--- config.mk ---
export PLATFORM = sky130hd
export DESIGN_NAME = pwm_duty_ramp_flat
export DESIGN_NICKNAME = d
export VERILOG_FILES = /design/src/rtl/pwm_duty_ramp_if.sv /design/src/rtl/pwm_duty_ramp.sv /design/src/flat_wrapper.sv
export SDC_FILE = /design/constraint.sdc
export NUM_CORES = 1
export LEC_CHECK = 0
export ABC_AREA = 0
export BUFFER_PORTS_ARGS = -buffer_cell sky130_fd_sc_hd__buf_4
export CAP_MARGIN = 0
export CORE_MARGIN = 8
export CORE_UTILIZATION = 57
export DETAILED_ROUTE_END_ITERATION = 7
export PLACE_DENSITY = 0.75
export SLEW_MARGIN = 20
export SYNTH_ARGS = -nofsm -noshare
export SYNTH_HDL_FRONTEND = slang
export SYNTH_SLANG_ARGS = --single-unit
--- constraint.sdc ---
create_clock -name CLK -period 4.6 [get_ports CLK]
set_input_delay 0.46 -clock CLK [delete_from_list [all_inputs] [get_ports CLK]]
set_output_delay 0.46 -clock CLK [all_outputs]
set_load 0.03 [all_outputs]
--- src/rtl/pwm_duty_ramp_if.sv ---
// Button inputs and duty-command outputs of the PWM duty ramp stage.
// The master side (button board / bench) drives the buttons and watches the duty outputs.
interface pwm_duty_ramp_if;
  logic        BTN_UP;
  logic        BTN_DN;
  logic [14:0] PWM;
  logic [14:0] TARGET;
  logic        BUSY;
  logic        TICK;

  modport master (
    output BTN_UP, BTN_DN,
    input  PWM, TARGET, BUSY, TICK
  );

  modport slave (
    input  BTN_UP, BTN_DN,
    output PWM, TARGET, BUSY, TICK
  );
endinterface

--- src/rtl/pwm_duty_ramp.sv ---
// Duty command for the PWM generator: debounced up/down buttons set a clamped target,
// and the compare value slews toward it by at most RAMP_STEP once per PWM period.
module pwm_duty_ramp #(
  parameter int PERIOD    = 25000,
  parameter int STEP      = 2500,
  parameter int RAMP_STEP = 250,
  parameter int DEBOUNCE  = 250000,
  parameter int INIT      = 0,
  // Duty ceiling; tracks PERIOD unless the tick rate is shortened independently.
  parameter int MAX_DUTY  = PERIOD
) (
  input  logic            CLK,
  input  logic            RST_N,
  pwm_duty_ramp_if.slave  bus
);

  localparam int NBTN = 2;
  localparam int DW   = (DEBOUNCE > 1) ? $clog2(DEBOUNCE) : 1;
  localparam int PW   = (PERIOD > 1) ? $clog2(PERIOD) : 1;

  localparam logic [15:0]   STEP_W  = 16'(STEP);
  localparam logic [15:0]   RAMP_W  = 16'(RAMP_STEP);
  localparam logic [15:0]   MAX_W   = 16'(MAX_DUTY);
  localparam logic [14:0]   INIT_W  = 15'(INIT);
  localparam logic [DW-1:0] DB_LAST = DW'(DEBOUNCE - 1);
  localparam logic [PW-1:0] P_LAST  = PW'(PERIOD - 1);

  // Lane 0 = up, lane 1 = down.
  logic [NBTN-1:0] raw;
  logic [NBTN-1:0] press;

  assign raw = {bus.BTN_DN, bus.BTN_UP};

  for (genvar i = 0; i < NBTN; i++) begin : g_btn
    logic          s1, s2, lvl, lvl_d, pulse;
    logic [DW-1:0] cnt;

    always_ff @(posedge CLK or negedge RST_N) begin
      if (!RST_N) begin
        s1    <= 1'b0;
        s2    <= 1'b0;
        lvl   <= 1'b0;
        lvl_d <= 1'b0;
        pulse <= 1'b0;
        cnt   <= '0;
      end else begin
        s1    <= raw[i];
        s2    <= s1;
        lvl_d <= lvl;
        pulse <= lvl & ~lvl_d;
        if (s2 == lvl) begin
          cnt <= '0;
        end else if (cnt == DB_LAST) begin
          lvl <= s2;
          cnt <= '0;
        end else begin
          cnt <= cnt + DW'(1);
        end
      end
    end

    assign press[i] = pulse;
  end

  logic [PW-1:0] pcnt, pcnt_nxt;
  logic          tick, busy;
  logic [14:0]   tgt, tgt_nxt, pwm, pwm_nxt;
  logic [15:0]   tgt_w, pwm_w, up_sum;
  logic [14:0]   dn_diff, rise, fall;

  assign pcnt_nxt = (pcnt == P_LAST) ? '0 : pcnt + PW'(1);
  assign tgt_w    = {1'b0, tgt};
  assign pwm_w    = {1'b0, pwm};
  assign up_sum   = tgt_w + STEP_W;
  assign dn_diff  = 15'(tgt_w - STEP_W);
  assign rise     = 15'(pwm_w + RAMP_W);
  assign fall     = 15'(pwm_w - RAMP_W);

  // Opposing presses in the same cycle cancel.
  always_comb begin
    tgt_nxt = tgt;
    if (press[0] && !press[1])
      tgt_nxt = (up_sum > MAX_W) ? MAX_W[14:0] : up_sum[14:0];
    else if (press[1] && !press[0])
      tgt_nxt = (tgt_w >= STEP_W) ? dn_diff : '0;
  end

  // Ramp compares against the registered target, so a same-cycle target change waits a period.
  always_comb begin
    pwm_nxt = pwm;
    if (tick) begin
      if (pwm_w < tgt_w)
        pwm_nxt = ((tgt_w - pwm_w) > RAMP_W) ? rise : tgt;
      else if (pwm_w > tgt_w)
        pwm_nxt = ((pwm_w - tgt_w) > RAMP_W) ? fall : tgt;
    end
  end

  always_ff @(posedge CLK or negedge RST_N) begin
    if (!RST_N) begin
      pcnt <= '0;
      tick <= 1'b0;
      tgt  <= INIT_W;
      pwm  <= INIT_W;
      busy <= 1'b0;
    end else begin
      pcnt <= pcnt_nxt;
      tick <= (pcnt_nxt == P_LAST);
      tgt  <= tgt_nxt;
      pwm  <= pwm_nxt;
      busy <= (pwm_nxt != tgt_nxt);
    end
  end

  assign bus.PWM    = pwm;
  assign bus.TARGET = tgt;
  assign bus.BUSY   = busy;
  assign bus.TICK   = tick;

endmodule

--- src/flat_wrapper.sv ---
// flat-port wrapper written by rule: the top's interface ports become plain ports
module pwm_duty_ramp_flat 
#(
  parameter int PERIOD    = 25000,
  parameter int STEP      = 2500,
  parameter int RAMP_STEP = 250,
  parameter int DEBOUNCE  = 250000,
  parameter int INIT      = 0,
                                                                                 
  parameter int MAX_DUTY  = PERIOD
)
  (CLK, RST_N, bus_BTN_UP, bus_BTN_DN, bus_PWM, bus_TARGET, bus_BUSY, bus_TICK);
  pwm_duty_ramp_if bus_i ();
  input  logic CLK;
  input  logic RST_N;
  input wire logic [$bits(bus_i.BTN_UP)-1:0] bus_BTN_UP;
  input wire logic [$bits(bus_i.BTN_DN)-1:0] bus_BTN_DN;
  output wire logic [$bits(bus_i.PWM)-1:0] bus_PWM;
  output wire logic [$bits(bus_i.TARGET)-1:0] bus_TARGET;
  output wire logic [$bits(bus_i.BUSY)-1:0] bus_BUSY;
  output wire logic [$bits(bus_i.TICK)-1:0] bus_TICK;
  assign bus_i.BTN_UP = bus_BTN_UP;
  assign bus_i.BTN_DN = bus_BTN_DN;
  assign bus_PWM = bus_i.PWM;
  assign bus_TARGET = bus_i.TARGET;
  assign bus_BUSY = bus_i.BUSY;
  assign bus_TICK = bus_i.TICK;
  pwm_duty_ramp #(.PERIOD(PERIOD), .STEP(STEP), .RAMP_STEP(RAMP_STEP), .DEBOUNCE(DEBOUNCE), .INIT(INIT), .MAX_DUTY(MAX_DUTY)) u_core (.CLK(CLK), .RST_N(RST_N), .bus(bus_i));
endmodule
==> impl_metrics.csv <==
group,metric,value,unit
final_layout,syn2layout_area_growth,14.4,%
routing,wl,25800,um
sta,hold_viol,0,
sta,setup_viol,0,
final_layout,final_nets,1089,
global_route,grt.overflow.total,0,
floorplan,io_pins,36,
power_and_ir_drop,power.leakage,0.00410,uW
synth,async_reset_ff_share,100,%
synth,ys_warn_count,0,
worst_setup_path,critical_path_required,4.82,ns
synth,synthCells,984,
floorplan,dieWidth,134,um
routing,routed_via_density,6.64,
synth,synth_seq_area_share,29.4,%
synth,ys_types,80,
final_layout,diodes,0,
clock_tree,htree_levels,3,
clock_tree,cts_tree,"built",
global_route,antenna_found_initial,0,
worst_setup_path,critPathMaxFanout,12,
synth,synth_area_leader_cell,"dfrtp_1",
floorplan,initial_utilization,57.7,%
floorplan,core,13700,um2
power_and_ir_drop,ir_drop,0.000261,V
run_status,status,"completed",
worst_setup_path,worstPathArrival,4.60,ns
job,cap_violations,0,
sta,setup_tns,0,ns
routing,vias,8165,
final_layout,fillers,1197,
clock_tree,clockBufferDepth,2,
global_route,grt_pass1_wl,41300,um
synth,ys.flop_type,"dfrtp_1",
final_layout,drive_gt1_share,14.4,%
sta,slew_viol_final,0,
worst_hold_path,holdCritPathClass,"in2async",
worst_setup_path,worstSetupPathType,"reg2reg",
power_and_ir_drop,p_per_area,182,nW/um2
global_route,grt_pass1_vias,7512,
global_route,grt_usage,28.8,%
clock_tree,cts_sinks,93,
floorplan,die_h,134,um
placed_design,port_buffers,35,
sta,maxSlewHeadroom,43.7,%
power_and_ir_drop,swShare,23.4,%
synth,synth_top_area_share,29.4,%
synth,synthesis.nets,1029,
routing,dr.pass1.iters,6,
worst_setup_path,reg2reg_from,"u_core.bus.PWM[6]",
sta,layout_min_cycle_time,4.38,ns
clock_tree,cts_buffers,9,
synth,syn-cell-area,7920,um2
sta,fmax,228,MHz
global_route,grt_max_degree,68,
placed_design,dpl.hpwl,19900,um
floorplan,dieArea,17900,um2
placed_design,gp_congestion,1.08,
routing,wl_per_cell,21.0,um
sta,tightestPinTransition,0.844,ns
clock_tree,clk_pin_slew,0.07,ns
worst_setup_path,reg2regPathDepth,16,
clock_tree,hold_buffers,0,
routing,drtIter0Drc,946,
sta,rsz0062_at_grt,"false",
synth,ys_top_cells_by_area,"dfrtp_1, ha_1, xnor2_1",
synth,synth-edff-count,0,
placed_design,placed_area,8640,um2
synth,avgSynthCellArea,8.05,um2
power_and_ir_drop,intPower,1260,uW
power_and_ir_drop,net-switching-power,387,uW
routing,ant_nets,0,
power_and_ir_drop,p_clk_share,48.0,%
sta,min_period_over_period,95.2,%
power_and_ir_drop,pwr-share-comb,1.9,%
worst_setup_path,end_kind,"register",
worst_setup_path,cp-start-kind,"register",
sta,skew,0.00893,ns
floorplan,rows,43,
worst_setup_path,r2r_setup_slack,0.22,ns
synth,ys_ff_latch,93,
final_layout,final_area,9060,um2
routing,drcViolationCount,0,
worst_setup_path,r2r-end,"u_core.bus.BUSY",
clock_tree,root_buffer,"clkbuf_16",
power_and_ir_drop,pwr-share-seq,50.1,%
clock_tree,insertion_delay,0.36,ns
-- worst max-delay path by stage --
stage | startpoint | endpoint | slack (ns) | depth (start not counted)
after global routing | u_core.bus.TARGET[0] | u_core.bus.BUSY | 0.008 | 18
final | u_core.bus.PWM[6] | u_core.bus.BUSY | 0.22 | 16
after floorplan | u_core.bus.TARGET[4] | u_core.bus.BUSY | 0.12 | 19
after detailed placement | u_core.bus.TARGET[0] | u_core.bus.BUSY | 0.12 | 18
after CTS | u_core.bus.TARGET[0] | u_core.bus.BUSY | 0.10 | 18
after global placement | u_core.bus.TARGET[0] | u_core.bus.BUSY | 0.21 | 18
-- cell usage in the layout, fill, tap and decap left out, drive strengths merged, types with 5 or more instances in the layout --
master and n:
xor2 36, mux2i 6, clkinv 5, or2 5
o2111ai 6, a21oi 73, ha 39, a21o 10
a22oi 8, nand4 23, nand2b 11, and3 22
a211oi 9, o211ai 9, nor4 14, o21a 7
dfrtp 93, o21ai 53, nor2b 7, o22ai 5
inv 50, o211a 5, and4 7, nand3 47
a32oi 6, clkbuf 9, or3 14, xnor2 53
and2 12, a31oi 13, a311oi 6, nor3 26
a221oi 13, nor2 103, o31ai 5, buf 102
nand2 72
-- per-layer routing --
layer / vias to the layer above / routed length (um) / share of wire (%) / track usage (%)
li1: 3725 / - / - / -
met1: 3861 / 11100 / 43 / 39.6
met2: 495 / 11400 / 44 / 43.5
met3: 84 / 2390 / 9.3 / 5.20
met4: 0 / 957 / 3.7 / 12.3
met5: - / 0 / 0 / 0
-- stage by stage --
| step | power, uW | worst slack, ns | util, % | instances | hold slack [ns] |
|---|---|---|---|---|---|
| after floorplan | 854 | 0.120 | - | 984 | 0.164 |
| after global placement | 875 | 0.207 | 63.0 | 1210 | 0.347 |
| after detailed placement | 876 | 0.120 | 63.0 | 1210 | 0.338 |
| after CTS | 1670 | 0.101 | 65.3 | 1226 | 0.198 |
| after global routing | 1690 | 0.00788 | 66.0 | 1229 | 0.197 |
| final | 1650 | 0.223 | 66.0 | 1229 | 0.191 |
-- logic make-up after synthesis --
group / after synthesis / synth area share, %
AND/OR/NAND/NOR: 377 / 24.2
AO/OA/AOI/OAI: 273 / 23.4
buffers and inverters: 103 / 5.47
flip-flops: 93 / 29.4
XOR/XNOR: 89 / 9.85
adder cells (fa/ha/maj): 41 / 6.67
multiplexers: 8 / 1.04
-- state kept, by name, indices dropped and copies added, names as in the netlist --
name / count
u_core.bus.BUSY: 1
u_core.bus.PWM: 15
u_core.bus.TARGET: 15
u_core.bus.TICK: 1
u_core.g_btn.cnt: 36
u_core.g_btn.lvl: 2
u_core.g_btn.lvl_d: 2
u_core.g_btn.pulse: 2
u_core.g_btn.s1: 2
u_core.g_btn.s2: 2
u_core.pcnt: 15
-- worst max-delay path, cell delays in order, from the launching register on --
cell,delay [ns]
dfrtp_1,0.50
ha_1,0.59
and4_1,0.28
nand3_1,0.14
or4_1,0.61
buf_4,0.21
a31oi_1,0.16
buf_4,0.17
nor2_1,0.06
nand2_1,0.09
a21oi_1,0.05
or4_1,0.43
and4_1,0.23
a32oi_1,0.15
o2111ai_1,0.15
nor4_2,0.30
nand4_1,0.12
-- synth_stat cells (4+ instances only) --
library cell / count
ha_1: 39
nand4_1: 23
mux2i_1: 6
o2111ai_1: 6
a311oi_1: 6
or2_2: 5
and3_1: 21
a21oi_1: 73
o22ai_1: 5
o221ai_1: 4
and2_1: 12
a22oi_1: 8
dfrtp_1: 93
nand3_1: 47
o21a_1: 7
nor3_1: 26
nor2b_1: 7
a221o_1: 4
a22o_1: 4
o21ai_1: 6
nor4_1: 11
nor2_1: 103
a31oi_1: 12
buf_2: 10
o211ai_1: 9
o211a_1: 5
xor2_1: 36
xnor2_1: 53
clkbuf_1: 34
o31ai_1: 5
and4_1: 7
nand2_1: 72
a211oi_1: 8
a32oi_1: 6
inv_1: 47
a221oi_1: 12
o21ai_0: 47
nand2b_1: 11
a21o_1: 10
or3_1: 14
-- power groups by stage --
stage | sequential [uW] | combinational [uW] | clock [uW]
final | 827 | 31.3 | 793
after global routing | 828 | 36.6 | 828
after CTS | 827 | 33.1 | 805
after detailed placement | 844 | 32.8 | 0
after global placement | 843 | 32.0 | 0
after floorplan | 842 | 11.6 | 0
-- final cells by class --
type / instances / area, um2 / share of cell area (%)
clock buffer: 9 / 225 / 2.49
clock inverter: 7 / 91.3 / 1.01
inverter: 50 / 188 / 2.07
multi-input combinational: 788 / 5230 / 57.8
sequential: 93 / 2330 / 25.7
tap: 180 / 225 / 2.49
timing repair buffer: 102 / 766 / 8.46
-- timing repair --
item | CTS | global route
endpoints found under the setup margin | 0 | 1
resized for setup | 0 | 16
buffers inserted | 0 | 3
hold endpoints to repair | 0 | 0
Power figures use the tool's default switching activity.
